[src/rtl/axis_pkg.sv]
// Shared definitions for the AXI4-Stream packet generator.
// Latency: n/a (types, constants and a helper function only).
// Backpressure: n/a.
// Contents: clogb2() sizing helper, FSM state encoding and the packet counter width.
// The CSUM state exists only when AXIS_PKT_GEN_CHECKSUM_EN is defined.
package axis_pkg;

   localparam int PKT_COUNT_WIDTH = 16;

   // Ceiling log2, used for sizing. clogb2(8) = 3.
   function automatic int clogb2(input int value);
      int v;
      int r;
      v = value - 1;
      r = 0;
      while (v > 0) begin
         r++;
         v = v >> 1;
      end
      return r;
   endfunction

`ifdef AXIS_PKT_GEN_CHECKSUM_EN
   typedef enum logic [1:0] {
      IDLE = 2'd0,
      SEND = 2'd1,
      CSUM = 2'd2,
      DONE = 2'd3
   } state_t;
`else
   typedef enum logic [1:0] {
      IDLE = 2'd0,
      SEND = 2'd1,
      DONE = 2'd3
   } state_t;
`endif

endpackage

[src/rtl/axis_pkt_gen_if.sv]
// AXI4-Stream bundle (TVALID/TDATA/TLAST/TREADY) used by the packet generator.
// Latency: none, wires only.
// Backpressure: ready flows from the slave back to the master.
// Ports: valid, data[DATA_WIDTH], last driven by the master; ready driven by the slave.
interface axis_pkt_gen_if #(
   parameter int DATA_WIDTH = 32
);
   logic                  valid;
   logic [DATA_WIDTH-1:0] data;
   logic                  last;
   logic                  ready;

   modport master (output valid, output data, output last, input ready);
   modport slave  (input valid, input data, input last, output ready);
endinterface

[src/rtl/axis_pkt_gen.sv]
// AXI4-Stream packet source: one packet of seed + k*step words per accepted start.
// Latency: first beat one cycle after start; one beat per cycle while ready; done one cycle after last handshake.
// Backpressure: holds the current beat (valid/data/last) while ready is low, indefinitely.
// Ports: axi_clk, axi_reset (sync, active-high), start/pkt_len/seed/step (request),
//        m_axis (master stream), busy, done (pulse), pkt_count (completed packets, wraps).
// Option: AXIS_PKT_GEN_CHECKSUM_EN appends an XOR-of-payload beat carrying last.
module axis_pkt_gen
   import axis_pkg::*;
#(
   parameter int DATA_WIDTH = 32,
   parameter int MAX_WORDS  = 8
) (
   input  logic                       axi_clk,
   input  logic                       axi_reset,
   input  logic                       start,
   input  logic [clogb2(MAX_WORDS):0] pkt_len,
   input  logic [DATA_WIDTH-1:0]      seed,
   input  logic [DATA_WIDTH-1:0]      step,
   axis_pkt_gen_if.master             m_axis,
   output logic                       busy,
   output logic                       done,
   output logic [PKT_COUNT_WIDTH-1:0] pkt_count
);

   localparam int LW = clogb2(MAX_WORDS) + 1;
   localparam logic [LW-1:0] MAX_LEN = LW'(MAX_WORDS);
   localparam logic [LW-1:0] ONE     = LW'(1);

   state_t                     state_q, state_n;
   logic [LW-1:0]              cnt_q, cnt_n;
   logic [LW-1:0]              len_q, len_n;
   logic [DATA_WIDTH-1:0]      step_q, step_n;
   logic [DATA_WIDTH-1:0]      data_q, data_n;
   logic                       valid_q, valid_n;
   logic                       last_q, last_n;
   logic                       busy_q, busy_n;
   logic                       done_q, done_n;
   logic [PKT_COUNT_WIDTH-1:0] pcnt_q, pcnt_n;
`ifdef AXIS_PKT_GEN_CHECKSUM_EN
   logic [DATA_WIDTH-1:0]      csum_q, csum_n;
`endif

   logic [LW-1:0] len_eff;
   logic          hs;
   logic          final_beat;

   always_comb begin
      state_n = state_q;
      cnt_n   = cnt_q;
      len_n   = len_q;
      step_n  = step_q;
      data_n  = data_q;
      valid_n = valid_q;
      last_n  = last_q;
      busy_n  = busy_q;
      done_n  = 1'b0;
      pcnt_n  = pcnt_q;
`ifdef AXIS_PKT_GEN_CHECKSUM_EN
      csum_n  = csum_q;
`endif
      // Zero and oversize lengths both mean "as long as allowed".
      len_eff    = (pkt_len == '0 || pkt_len > MAX_LEN) ? MAX_LEN : pkt_len;
      hs         = valid_q && m_axis.ready;
      final_beat = (cnt_q == len_q - ONE);

      case (state_q)
         IDLE: begin
            if (start) begin
               state_n = SEND;
               len_n   = len_eff;
               step_n  = step;
               data_n  = seed;
               cnt_n   = '0;
               valid_n = 1'b1;
               busy_n  = 1'b1;
`ifdef AXIS_PKT_GEN_CHECKSUM_EN
               last_n  = 1'b0;
               csum_n  = '0;
`else
               last_n  = (len_eff == ONE);
`endif
            end
         end
         SEND: begin
            if (hs) begin
`ifdef AXIS_PKT_GEN_CHECKSUM_EN
               csum_n = csum_q ^ data_q;
               if (final_beat) begin
                  // Trailing beat carries the running XOR including this word.
                  state_n = CSUM;
                  data_n  = csum_q ^ data_q;
                  last_n  = 1'b1;
               end else begin
                  cnt_n  = cnt_q + ONE;
                  data_n = data_q + step_q;
               end
`else
               if (final_beat) begin
                  state_n = DONE;
                  valid_n = 1'b0;
                  last_n  = 1'b0;
                  busy_n  = 1'b0;
                  done_n  = 1'b1;
                  pcnt_n  = pcnt_q + 1'b1;
               end else begin
                  cnt_n  = cnt_q + ONE;
                  data_n = data_q + step_q;
                  // Look one beat ahead so last is registered with its word.
                  last_n = ((cnt_q + ONE) == (len_q - ONE));
               end
`endif
            end
         end
`ifdef AXIS_PKT_GEN_CHECKSUM_EN
         CSUM: begin
            if (hs) begin
               state_n = DONE;
               valid_n = 1'b0;
               last_n  = 1'b0;
               busy_n  = 1'b0;
               done_n  = 1'b1;
               pcnt_n  = pcnt_q + 1'b1;
            end
         end
`endif
         DONE: begin
            state_n = IDLE;
         end
         default: begin
            state_n = IDLE;
         end
      endcase
   end

   always_ff @(posedge axi_clk) begin
      if (axi_reset) begin
         state_q <= IDLE;
         cnt_q   <= '0;
         len_q   <= '0;
         step_q  <= '0;
         data_q  <= '0;
         valid_q <= 1'b0;
         last_q  <= 1'b0;
         busy_q  <= 1'b0;
         done_q  <= 1'b0;
         pcnt_q  <= '0;
`ifdef AXIS_PKT_GEN_CHECKSUM_EN
         csum_q  <= '0;
`endif
      end else begin
         state_q <= state_n;
         cnt_q   <= cnt_n;
         len_q   <= len_n;
         step_q  <= step_n;
         data_q  <= data_n;
         valid_q <= valid_n;
         last_q  <= last_n;
         busy_q  <= busy_n;
         done_q  <= done_n;
         pcnt_q  <= pcnt_n;
`ifdef AXIS_PKT_GEN_CHECKSUM_EN
         csum_q  <= csum_n;
`endif
      end
   end

   assign m_axis.valid = valid_q;
   assign m_axis.data  = data_q;
   assign m_axis.last  = last_q;
   assign busy         = busy_q;
   assign done         = done_q;
   assign pkt_count    = pcnt_q;

endmodule
[src/flat_wrapper.sv]
// flat-port wrapper written by rule: the top's interface ports become plain ports
module axis_pkt_gen_flat import axis_pkg::*;
#(
   parameter int DATA_WIDTH = 32,
   parameter int MAX_WORDS  = 8
)
  (axi_clk, axi_reset, start, pkt_len, seed, step, busy, done, pkt_count, m_axis_valid, m_axis_data, m_axis_last, m_axis_ready);
  axis_pkt_gen_if #(.DATA_WIDTH(DATA_WIDTH)) m_axis_i ();
  input  logic axi_clk;
  input  logic axi_reset;
  input  logic start;
  input  logic [clogb2(MAX_WORDS):0] pkt_len;
  input  logic [DATA_WIDTH-1:0] seed;
  input  logic [DATA_WIDTH-1:0] step;
  output logic busy;
  output logic done;
  output logic [PKT_COUNT_WIDTH-1:0] pkt_count;
  output wire logic [$bits(m_axis_i.valid)-1:0] m_axis_valid;
  output wire logic [$bits(m_axis_i.data)-1:0] m_axis_data;
  output wire logic [$bits(m_axis_i.last)-1:0] m_axis_last;
  input wire logic [$bits(m_axis_i.ready)-1:0] m_axis_ready;
  assign m_axis_valid = m_axis_i.valid;
  assign m_axis_data = m_axis_i.data;
  assign m_axis_last = m_axis_i.last;
  assign m_axis_i.ready = m_axis_ready;
  axis_pkt_gen #(.DATA_WIDTH(DATA_WIDTH), .MAX_WORDS(MAX_WORDS)) u_core (.axi_clk(axi_clk), .axi_reset(axi_reset), .start(start), .pkt_len(pkt_len), .seed(seed), .step(step), .m_axis(m_axis_i), .busy(busy), .done(done), .pkt_count(pkt_count));
endmodule
[config.mk]
export PLATFORM = sky130hd
export DESIGN_NAME = axis_pkt_gen_flat
export DESIGN_NICKNAME = d
export VERILOG_FILES = /design/src/rtl/axis_pkg.sv /design/src/rtl/axis_pkt_gen_if.sv /design/src/rtl/axis_pkt_gen.sv /design/src/flat_wrapper.sv
export SDC_FILE = /design/constraint.sdc
export NUM_CORES = 1
export LEC_CHECK = 0
export BUFFER_PORTS_ARGS = -buffer_cell sky130_fd_sc_hd__buf_4
export CORE_ASPECT_RATIO = 1.4
export CORE_MARGIN = 5
export CORE_UTILIZATION = 45
export CTS_CLUSTER_SIZE = 16
export DETAILED_ROUTE_END_ITERATION = 7
export PLACE_DENSITY = 0.68
export SYNTH_ARGS = -nofsm -noshare
export SYNTH_HDL_FRONTEND = slang
export SYNTH_SLANG_ARGS = --single-unit
[constraint.sdc]
create_clock -name axi_clk -period 5.72 [get_ports axi_clk]
set_input_delay 1.144 -clock axi_clk [delete_from_list [all_inputs] [get_ports axi_clk]]
set_output_delay 1.144 -clock axi_clk [all_outputs]
set_load 0.02 [all_outputs]
==> results of run 1 <==
[worst max path at each step]
stage,start,end,slack (ns),cells past startpoint
after floorplan,m_axis_ready,u_core.pkt_count[15]$_SDFFE_PP0P_,3.12,6
after global placement,start,u_core.m_axis.data[31]$_SDFFE_PP0P_,2.37,6
after detailed placement,start,u_core.m_axis.data[31]$_SDFFE_PP0P_,2.31,6
after CTS,start,u_core.m_axis.data[31]$_SDFFE_PP0P_,2.68,6
after global routing,u_core.len_q[0]$_SDFFE_PP0P_,u_core.m_axis.data[31]$_SDFFE_PP0P_,2.48,10
final,start,u_core.m_axis.data[31]$_SDFFE_PP0P_,2.66,6
[kinds of logic after synthesis]
kind of cell,after synthesis,share of synthesized area
xor+xnor,38,0.0616
simple gates,290,0.234
compound gates,226,0.250
flops,93,0.328
mux,3,0.00530
buf+inv,54,0.0424
fa+ha+maj,35,0.0786
[per-stage QoR]
stage / setup slack [ns] / cell area (um^2) / instances
6_report: 2.66 / 6960 / 991
2_1_floorplan: 3.12 / 5670 / 739
4_1_cts: 2.68 / 6960 / 991
3_5_place_dp: 2.31 / 6630 / 976
5_1_grt: 2.48 / 6960 / 991
3_3_place_gp: 2.37 / 6630 / 976
[worst max-delay path, delay by kind of cell]
family,cells,cell delay [ns]
AO/OA/AOI/OAI,2,0.49
buffers and inverters,1,0.10
AND/OR/NAND/NOR,3,1.56
[layout make-up]
type	instances	area [um^2]
Clock inverter	4	97.6
Timing Repair Buffer	128	961
Sequential cell	93	1860
Tap cell	150	188
Multi-Input combinational cell	592	3570
Inverter	13	48.8
Clock buffer	11	233
Fill cell	1162	5410
[routing by layer]
layer | GRT usage | wire length [um] | vias to the layer above
li1 | - | - | 2835
met1 | 0.245 | 6590 | 2683
met2 | 0.398 | 8460 | 183
met3 | 0.0507 | 1040 | 34
met4 | 0.0768 | 351 | 0
met5 | 0 | 0 | -
[where the power goes]
part	switching, W	internal, W
registers	0.0000328	0.000686
logic	0.000236	0.000167
clock network	0.000253	0.000425
[cell usage in the layout (no fill, tap or decap), types with 4 or more instances in the layout]
cell / n
nand2_1: 130
buf_4: 128
dfxtp_1: 93
a21oi_1: 89
nor2_1: 67
o21ai_0: 45
ha_1: 34
nand3_1: 20
xnor2_1: 20
nor3_1: 17
xor2_1: 17
inv_1: 13
a211oi_1: 12
a311oi_1: 10
a21o_1: 9
clkbuf_16: 9
and3_1: 8
nand4_1: 8
or3_1: 7
nand3b_1: 6
o21bai_1: 6
a31oi_1: 6
o31ai_1: 6
nor2b_1: 5
o211ai_1: 5
nand2b_1: 4
o21a_1: 4
a211o_1: 4
o211a_1: 4
[state kept, by name (all words and copies together), names as in the netlist]
signal and flops:
u_core.m_axis.last 1, u_core.m_axis.data 32, u_core.len_q 4, u_core.step_q 32, u_core.cnt_q 4, u_core.pkt_count 16, u_core.done 1, u_core.m_axis.valid 1
u_core.state_q 2
==> parameters.txt, run 1 <==
Parameter                              Value

Finish
  Final antenna diode count    0
  Fraction of layout instances using a drive strength above 1    0.188
  Final net count    roughly 940
  Share of the core filled with cells in the final layout    0.563
  Area added between synthesis and finish    22.8%

Routing
  Routed len/inst    between 15 and 20 um
  DRC    0
  Vias    about 5700
  TritonRoute pass-1 iters    5
  Detailed router's first-iteration violation count    between 200 and 300
  Routed WL    between 15000 and 20000 um
  Count of antenna-violating nets left after detailed routing    0
  Vias per cell    5.79

Global route
  Total congestion overflow    0
  Antenna violations before repair    0
  Largest net degree at the start of global routing    between 80 and 90
  Vias in the first global route    5676
  Overall track demand over capacity in global routing    0.217
  Wire length of the first global-routing pass    27000 um

Floorplan
  Core footprint    12400 um^2
  Std-Cell Rows    48
  Height of the die    143 um
  Floorplan die area    15000 um^2
  Die span in x    105 um
  Starting Density    0.458
  Number of primary I/O pins    124

Logic synthesis
  Area fraction of the dominant cell type after synthesis    0.328
  Most used DFF post-synth    dfxtp_1
  Number of enable-type register cells in the synthesized netlist    0
  Synthesized netlist cell count    between 700 and 800
  Share of async-settable or async-resettable flops after synthesis    0
  Synth Register Bits    93
  Synthesis warning total    0
  Netlist cell types    62
  Library cell with the highest instance count after synthesis    nand2_1
  Netlist area before placement    approximately 5700 um^2
  Cell types with the largest area share after synthesis    dfxtp_1, nand2_1, a21oi_1
  Sequential fraction of the synthesis area    0.328
  Net count after synthesis    846
  Cell accounting for the most synthesized area    dfxtp_1
  Average footprint of a synthesized cell    7.67 um^2
  Most common library cells after synthesis    nand2_1, dfxtp_1, a21oi_1

Job
  Reported max-cap violation count    0

Setup path
  Endpoint class of the critical path    register
  Worst Reg-to-Reg Cells    9
  Worst EP required    roughly 6 ns
  Slack of the worst reg-to-reg path    2.71 ns
  Worst-path maximum fanout    36
  Data arrival time at the worst-slack endpoint    roughly 3.3 ns
  Slowest cell on crit path    or2_2
  Crit-path max cell delay    ~0.72 ns
  Crit Path Category    in -> reg
  Endpoint of the lowest-slack register-to-register path    u_core.m_axis.data[31]$_SDFFE_PP0P_
  Critical register-to-register path startpoint    u_core.len_q[0]$_SDFFE_PP0P_
  Kind of launch point of the worst setup path    input port
  Critical-path cell list    buf_4, and2_1, or2_2, nand3_1, a21o_1, o311a_1

Status
  Run status    complete, no violations

STA
  Slew of the pin with the lowest slew margin    0.940 ns
  Share of the clock period used by the worst path after layout    0.534
  Final Hold Slack    0.458 ns
  Final hold viol count    0
  Total setup violations reported at the end of the flow    0
  Final Slew Violations    0
  Clock skew    0.00662 ns
  Final total negative setup slack    0 ns
  Setup repair after global routing missed its margin    no
  Final critical-path required period    3.06 ns
  Maximum frequency from static timing analysis    327 MHz
  Worst slew margin relative to its limit    0.373

Min path
  Worst hold path depth    2
  Worst min path class    reg -> reg
  Worst min-delay path endpoint    u_core.step_q[19]$_SDFFE_PP0P_
  Worst min-delay path startpoint    u_core.step_q[19]$_SDFFE_PP0P_

Clock tree
  Max clock buf depth    2
  Clock insertion delay at the later pin of the skew report    0.35 ns
  CTS Root Buffer Type    clkbuf_16
  Clock transition at the registers of the reported paths    0.06 ns
  Total clock sinks    93
  Depth of the CTS H-tree    3
  Setup fix buffers added after clock tree synthesis    0
  Post-cts resize count    0
  Hold bufs inserted after CTS    0
  TritonCTS buffer count    9
  TritonCTS clock tree    yes

Pwr
  Leakage Power    between 2 and 3 nW
  Pwr per Cell Area    259 nW/um^2
  Maximum resistive drop on vdd    0.000170 V
  Overall power    0.00180 W

Placement
  # port buffers    123
  Detailed Place HPWL    12100 um
  Routability-driven placement congestion ratio    0.948
Power figures use the tool's default switching activity.
==> run 2, diff against run 1 <==
--- a/config.mk
+++ b/config.mk
@@ -11,7 +11,7 @@
 export CORE_UTILIZATION = 45
 export CTS_CLUSTER_SIZE = 16
 export DETAILED_ROUTE_END_ITERATION = 7
-export PLACE_DENSITY = 0.68
+export PLACE_DENSITY = 0.71
 export SYNTH_ARGS = -nofsm -noshare
 export SYNTH_HDL_FRONTEND = slang
 export SYNTH_SLANG_ARGS = --single-unit
==> constraint.sdc (replaced) <==
create_clock -name axi_clk -period 2.8 [get_ports axi_clk]
set_input_delay 0.56 -clock axi_clk [delete_from_list [all_inputs] [get_ports axi_clk]]
set_output_delay 0.56 -clock axi_clk [all_outputs]
set_load 0.02 [all_outputs]
==> parameters.txt, run 2 (same netlist as run 1, synthesis figures left out) <==
Parameter                              Value

STA
  Final Hold Slack    0.454 ns (-0.00364 ns)
  Worst slew margin relative to its limit    0.264 (-0.109)
  Slew of the pin with the lowest slew margin    1.10 ns (+0.164 ns)
  Final hold viol count    0 (unchanged)
  Final Slew Violations    0 (unchanged)
  Setup repair after global routing missed its margin    yes
  Clock skew    0.00834 ns (+0.00172 ns)
  Share of the clock period used by the worst path after layout    0.963
  Maximum frequency from static timing analysis    371 MHz
  Setup ws final    0.104 ns (-2.56 ns)
  Total setup violations reported at the end of the flow    0 (unchanged)
  Final critical-path required period    2.70 ns

Clock tree
  Total clock sinks    93 (unchanged)
  Depth of the CTS H-tree    3 (unchanged)
  CTS Root Buffer Type    clkbuf_16
  TritonCTS buffer count    9 (unchanged)
  TritonCTS clock tree    yes
  Clock transition at the registers of the reported paths    0.07 ns (about the same)
  Max clock buf depth    2 (unchanged)
  Clock insertion delay at the later pin of the skew report    0.35 ns (about the same)

Setup path
  Worst-path maximum fanout    10 (-72%)
  Slack of the worst reg-to-reg path    0.10 ns (-2.61 ns)
  Worst EP required    3.04 ns (-2.92 ns)
  Slowest cell on crit path    ha_1
  Kind of launch point of the worst setup path    register
  Critical-path cell list    ha_1, a211o_1, a31o_2, nand2b_1, nor4_1, o31ai_1, a41oi_1, o21ai_0, o311a_1
  Endpoint class of the critical path    register
  Data arrival time at the worst-slack endpoint    2.93 ns (-0.36 ns)
  Crit Path Category    reg -> reg
  Number of buffer and inverter stages on the critical path    0 (-1)
  Delay-heaviest family, CP    compound AO/OA/AOI/OAI gates
  Crit-path max cell delay    0.43 ns (-0.29 ns)

Routing
  Routed length on met2    8590 um (+1.5%)
  Routed WL    16500 um (+0.59%)
  Met3 WL    1080 um (+3.6%)
  Vias per cell    5.75 (-0.67%)
  Detailed router's first-iteration violation count    305 (+3.7%)
  TritonRoute pass-1 iters    5 (unchanged)
  Count of antenna-violating nets left after detailed routing    0 (unchanged)
  DRC    0 (unchanged)
  Routed len/inst    16.4 um (-1.3%)
  Detailed-route wire length on metal 1    6550 um (-0.55%)
  Top Metal Used    met4
  Vias    5806 (+1.2%)

Global route
  Total congestion overflow    0 (unchanged)
  Antenna violations before repair    0 (unchanged)
  Vias in the first global route    5787 (+2.0%)
  Overall track demand over capacity in global routing    0.216 (-0.000805)
  Largest net degree at the start of global routing    53 (-40%)
  Wire length of the first global-routing pass    27000 um (unchanged)

Placement
  Worst setup timing slack at the placement stage    0.109 ns (-2.20 ns)
  # port buffers    123 (unchanged)
  Detailed Place HPWL    12500 um (+3.3%)
  Routability-driven placement congestion ratio    0.936 (-1.3%)
  Post-placement cell area    6770 um^2 (+2.0%)

Floorplan
  Height of the die    143 um (unchanged)
  Number of primary I/O pins    124 (unchanged)
  Starting Density    0.458 (unchanged)
  Floorplan die area    15000 um^2 (unchanged)
  Std-Cell Rows    48 (unchanged)
  Die span in x    105 um (unchanged)
  Core footprint    12400 um^2 (unchanged)

Finish
  Highest-count cells in the layout ignoring fill and taps    buf_4, nand2_1, dfxtp_1
  Share of the core filled with cells in the final layout    0.577 (+0.0147)
  Final net count    963 (+2.0%)
  Fraction of layout instances using a drive strength above 1    0.222 (+0.0342)
  Final antenna diode count    0 (unchanged)
  Most frequent standard cell in the layout excluding fill and tap cells    buf_4
  Area added between synthesis and finish    26.0%
  Post-Layout Inst Area    7140 um^2 (+2.6%)

Min path
  Worst min path class    in -> reg

Pwr
  Maximum resistive drop on vdd    0.000266 V (+56%)
  Pwr per Cell Area    511 nW/um^2 (+98%)
  Leakage Power    3.07 nW (+2.7%)

Job
  Reported max-cap violation count    0 (unchanged)

Status
  Run status    complete, no violations
run 2: cell types whose count changed in the layout (fill, tap and decap cells not counted), moves of 2 or more:
cell,previous run,this run
ha_2,0,4
a21oi_2,1,3
ha_1,34,30
a2111oi_0,3,1
buf_4,128,147
a211oi_1,12,9
a211oi_2,0,3
a21oi_1,89,87
run 2: routing by layer:
metal / up-vias / track usage
met5: - / 0
met4: 0 / 0.0855
met3: 29 / 0.0538
met2: 188 / 0.399
met1: 2707 / 0.236
li1: 2882 / -
run 2: worst reg2reg max path, stage by stage, from the launching register on:
cell,delay [ns]
dfxtp_1,0.35
ha_1,0.43
a211o_1,0.34
a31o_2,0.28
nand2b_1,0.14
nor4_1,0.35
o31ai_1,0.18
a41oi_1,0.27
o21ai_0,0.12
o311a_1,0.13
run 2: path summary, 6_finish.rpt:
kind                                    endpoint  depth (start not counted)                                 from
min reg2reg        u_core.step_q[7]$_SDFFE_PP0P_                          2        u_core.step_q[7]$_SDFFE_PP0P_
max reg2reg  u_core.m_axis.data[31]$_SDFFE_PP0P_                          9  u_core.m_axis.data[16]$_SDFFE_PP0P_
max          u_core.m_axis.data[31]$_SDFFE_PP0P_                          9  u_core.m_axis.data[16]$_SDFFE_PP0P_
min                u_core.step_q[4]$_SDFFE_PP0P_                          3                              step[4]
run 2: final cells by class:
cell class / count / area, um^2
flip-flops and latches: 93 / 1860
inverters: 13 / 48.8
repair buffers: 147 / 1100
clock buffers: 11 / 243
fillers: 1141 / 5230
well taps: 150 / 188
clock inverters: 4 / 72.6
multi-input cells: 592 / 3620
run 2: what timing repair did:
action	CTS	global route
setup buffers	0	1
endpoints found under the setup margin	0	9
gates resized for setup	0	16
hold buffers	0	0
run 2: power by group:
group | total, W | switching, W | internal (W)
Combinational | 0.000869 | 0.000498 | 0.000370
Sequential | 0.00147 | 0.0000644 | 0.00140
Clock | 0.00132 | 0.000518 | 0.000801
Total | 0.00365 | 0.00108 | 0.00257
run 2: metrics by stage:
step	std cells	setup TNS (ns)	power [W]
after floorplan	739	0	0.00203
after global placement	994	0	0.00233
after detailed placement	994	0	0.00234
after CTS	1009	0	0.00366
after global routing	1010	-0.00603	0.00383
final	1010	0	0.00365
==> run 3, diff against run 2 <==
--- a/config.mk
+++ b/config.mk
@@ -6,7 +6,7 @@
 export NUM_CORES = 1
 export LEC_CHECK = 0
 export BUFFER_PORTS_ARGS = -buffer_cell sky130_fd_sc_hd__buf_4
-export CORE_ASPECT_RATIO = 1.4
+export CORE_ASPECT_RATIO = 0.6
 export CORE_MARGIN = 5
 export CORE_UTILIZATION = 45
 export CTS_CLUSTER_SIZE = 16
==> parameters.txt, run 3 (same netlist as run 1, synthesis figures left out) <==
Parameter                              Value

Placement
  Detailed Place HPWL    12800 um (+2.4%)
  Routability-driven placement congestion ratio    0.864 (-7.7%)
  # port buffers    123 (unchanged)
  Post-placement cell area    6780 um^2 (+0.28%)

Pwr
  P_sw    0.00113 W (+4.7%)
  Combinational share of power    0.244 (+0.006)
  Leakage Power    3.08 nW (+0.37%)
  Share of power burned in the clock network    0.351 (-0.010)
  Sequential Power Share    0.405 (+0.004)
  Overall power    0.00363 W (-0.56%)
  Internal power component    0.00250 W (-2.7%)
  Maximum resistive drop on vdd    0.000347 V (+30%)
  Pwr per Cell Area    504 nW/um^2 (-1.5%)
  Switching power as a share of total power    0.311 (+0.0155)

STA
  Maximum frequency from static timing analysis    365 MHz (-1.7%)
  Total setup violations reported at the end of the flow    0 (unchanged)
  Clock skew    0.00898 ns (+0.000643 ns)
  Share of the clock period used by the worst path after layout    0.979 (+0.0164)
  Final Hold Slack    0.454 ns (-0.0000220 ns)
  Final total negative setup slack    0 ns (unchanged)
  Worst slew margin relative to its limit    0.625 (+0.360)
  Slew of the pin with the lowest slew margin    0.563 ns (-0.541 ns)
  Final Slew Violations    0 (unchanged)
  Final critical-path required period    2.74 ns (+0.0459 ns)
  Final hold viol count    0 (unchanged)

Routing
  TritonRoute pass-1 iters    5 (unchanged)
  Vias    5887 (+1.4%)
  DRC    0 (unchanged)
  Detailed router's first-iteration violation count    620 (+100%)
  Count of antenna-violating nets left after detailed routing    0 (unchanged)
  Vias per cell    5.73 (-0.28%)
  Routed len/inst    17.0 um (+4.0%)
  Routed WL    17500 um (+5.7%)

Clock tree
  Total clock sinks    93 (unchanged)
  TritonCTS buffer count    9 (unchanged)
  Clock transition at the registers of the reported paths    0.07 ns (about the same)
  CTS Root Buffer Type    clkbuf_16
  Max clock buf depth    2 (unchanged)
  Depth of the CTS H-tree    3 (unchanged)
  TritonCTS clock tree    yes
  Clock insertion delay at the later pin of the skew report    0.35 ns (about the same)
  Hold bufs inserted after CTS    0 (unchanged)

Floorplan
  Std-Cell Rows    31 (-35%)
  Number of primary I/O pins    124 (unchanged)
  Height of the die    96.9 um (-32%)
  Starting Density    0.465 (+0.00725)
  Floorplan die area    15000 um^2 (+0.28%)
  Die span in x    155 um (+48%)
  Core footprint    12200 um^2 (-1.6%)

Global route
  Vias in the first global route    5563 (-3.9%)
  Largest net degree at the start of global routing    52 (-1.9%)
  Overall track demand over capacity in global routing    0.224 (+0.00786)
  Wire length of the first global-routing pass    28200 um (+4.5%)
  Total congestion overflow    0 (unchanged)
  Antenna violations before repair    0 (unchanged)

Finish
  Area added between synthesis and finish    27.2%
  Highest-count cells in the layout ignoring fill and taps    buf_4, nand2_1, dfxtp_1
  Share of the core filled with cells in the final layout    0.592 (+0.0147)
  Most frequent standard cell in the layout excluding fill and tap cells    buf_4
  Final antenna diode count    0 (unchanged)
  Fraction of layout instances using a drive strength above 1    0.231 (+0.00877)
  Final net count    964 (+0.10%)
  Post-Layout Inst Area    7210 um^2 (+0.95%)

Setup path
  Endpoint class of the critical path    register
  Crit Path Category    reg -> reg
  Worst-path maximum fanout    3 (-7)
  Worst EP required    3.03 ns (about the same)
  Slack of the worst reg-to-reg path    0.06 ns (-0.05 ns)
  Kind of launch point of the worst setup path    register
  Data arrival time at the worst-slack endpoint    2.97 ns (+0.04 ns)

Status
  Run status    complete, no violations

Min path
  Worst min path class    in -> reg

Job
  Reported max-cap violation count    0 (unchanged)
-- run 3: power by group through the flow --
stage	combinational [W]	clock (W)	sequential (W)
finish	0.000885	0.00128	0.00147
floorplan	0.000500	0	0.00153
CTS	0.000857	0.00130	0.00147
global route	0.000971	0.00137	0.00148
global placement	0.000838	0	0.00149
detailed placement	0.000852	0	0.00150
-- run 3: final timing paths --
check                                                      endpoint                      startpoint  cells past startpoint
worst min-delay path                 u_core.step_q[11]$_SDFFE_PP0P_                        step[11]                      3
worst max register to register  u_core.m_axis.data[31]$_SDFFE_PP0P_   u_core.step_q[1]$_SDFFE_PP0P_                     10
worst max-delay path            u_core.m_axis.data[31]$_SDFFE_PP0P_   u_core.step_q[1]$_SDFFE_PP0P_                     10
worst min register to register       u_core.step_q[17]$_SDFFE_PP0P_  u_core.step_q[17]$_SDFFE_PP0P_                      2
-- run 3: critical path: stages (launching register included) --
cell and delay, ns:
dfxtp_1 0.39, ha_4 0.30, a211oi_2 0.07, or3_1 0.41
a211oi_2 0.29, buf_4 0.16, nor4_2 0.05, o31ai_1 0.26
buf_4 0.17, a41oi_1 0.15, o311a_1 0.37
-- run 3: cell type report --
class                      instances  area [um^2]
clock inverter                     6         68.8
sequential                        93         1860
timing repair buffer             148         1110
clock buffer                      10          239
multi-input combinational        592         3670
inverter                          13         48.8
fill                            1119         4970
tap                              165          206
-- run 3: layer usage --
metal  wire length (um)  vias to the layer above  track usage
li1                   -                     2882            -
met1               8430                     2713        0.338
met2               7110                      268        0.317
met3               1680                       24       0.0607
met4                251                        0       0.0448
met5                  0                        -            0
-- run 3: timing repair --
item,CTS,global route
pin swaps,1,6
endpoints found under the setup margin,1,9
buffers inserted,1,1
resized for setup,0,23
-- run 3: stage by stage --
stage	instances	setup slack, ns
finish	1027	0.0584
global route	1027	-0.0192
CTS	1026	0.00840
detailed placement	1009	-0.0273
global placement	1009	0.0689
floorplan	739	0.218
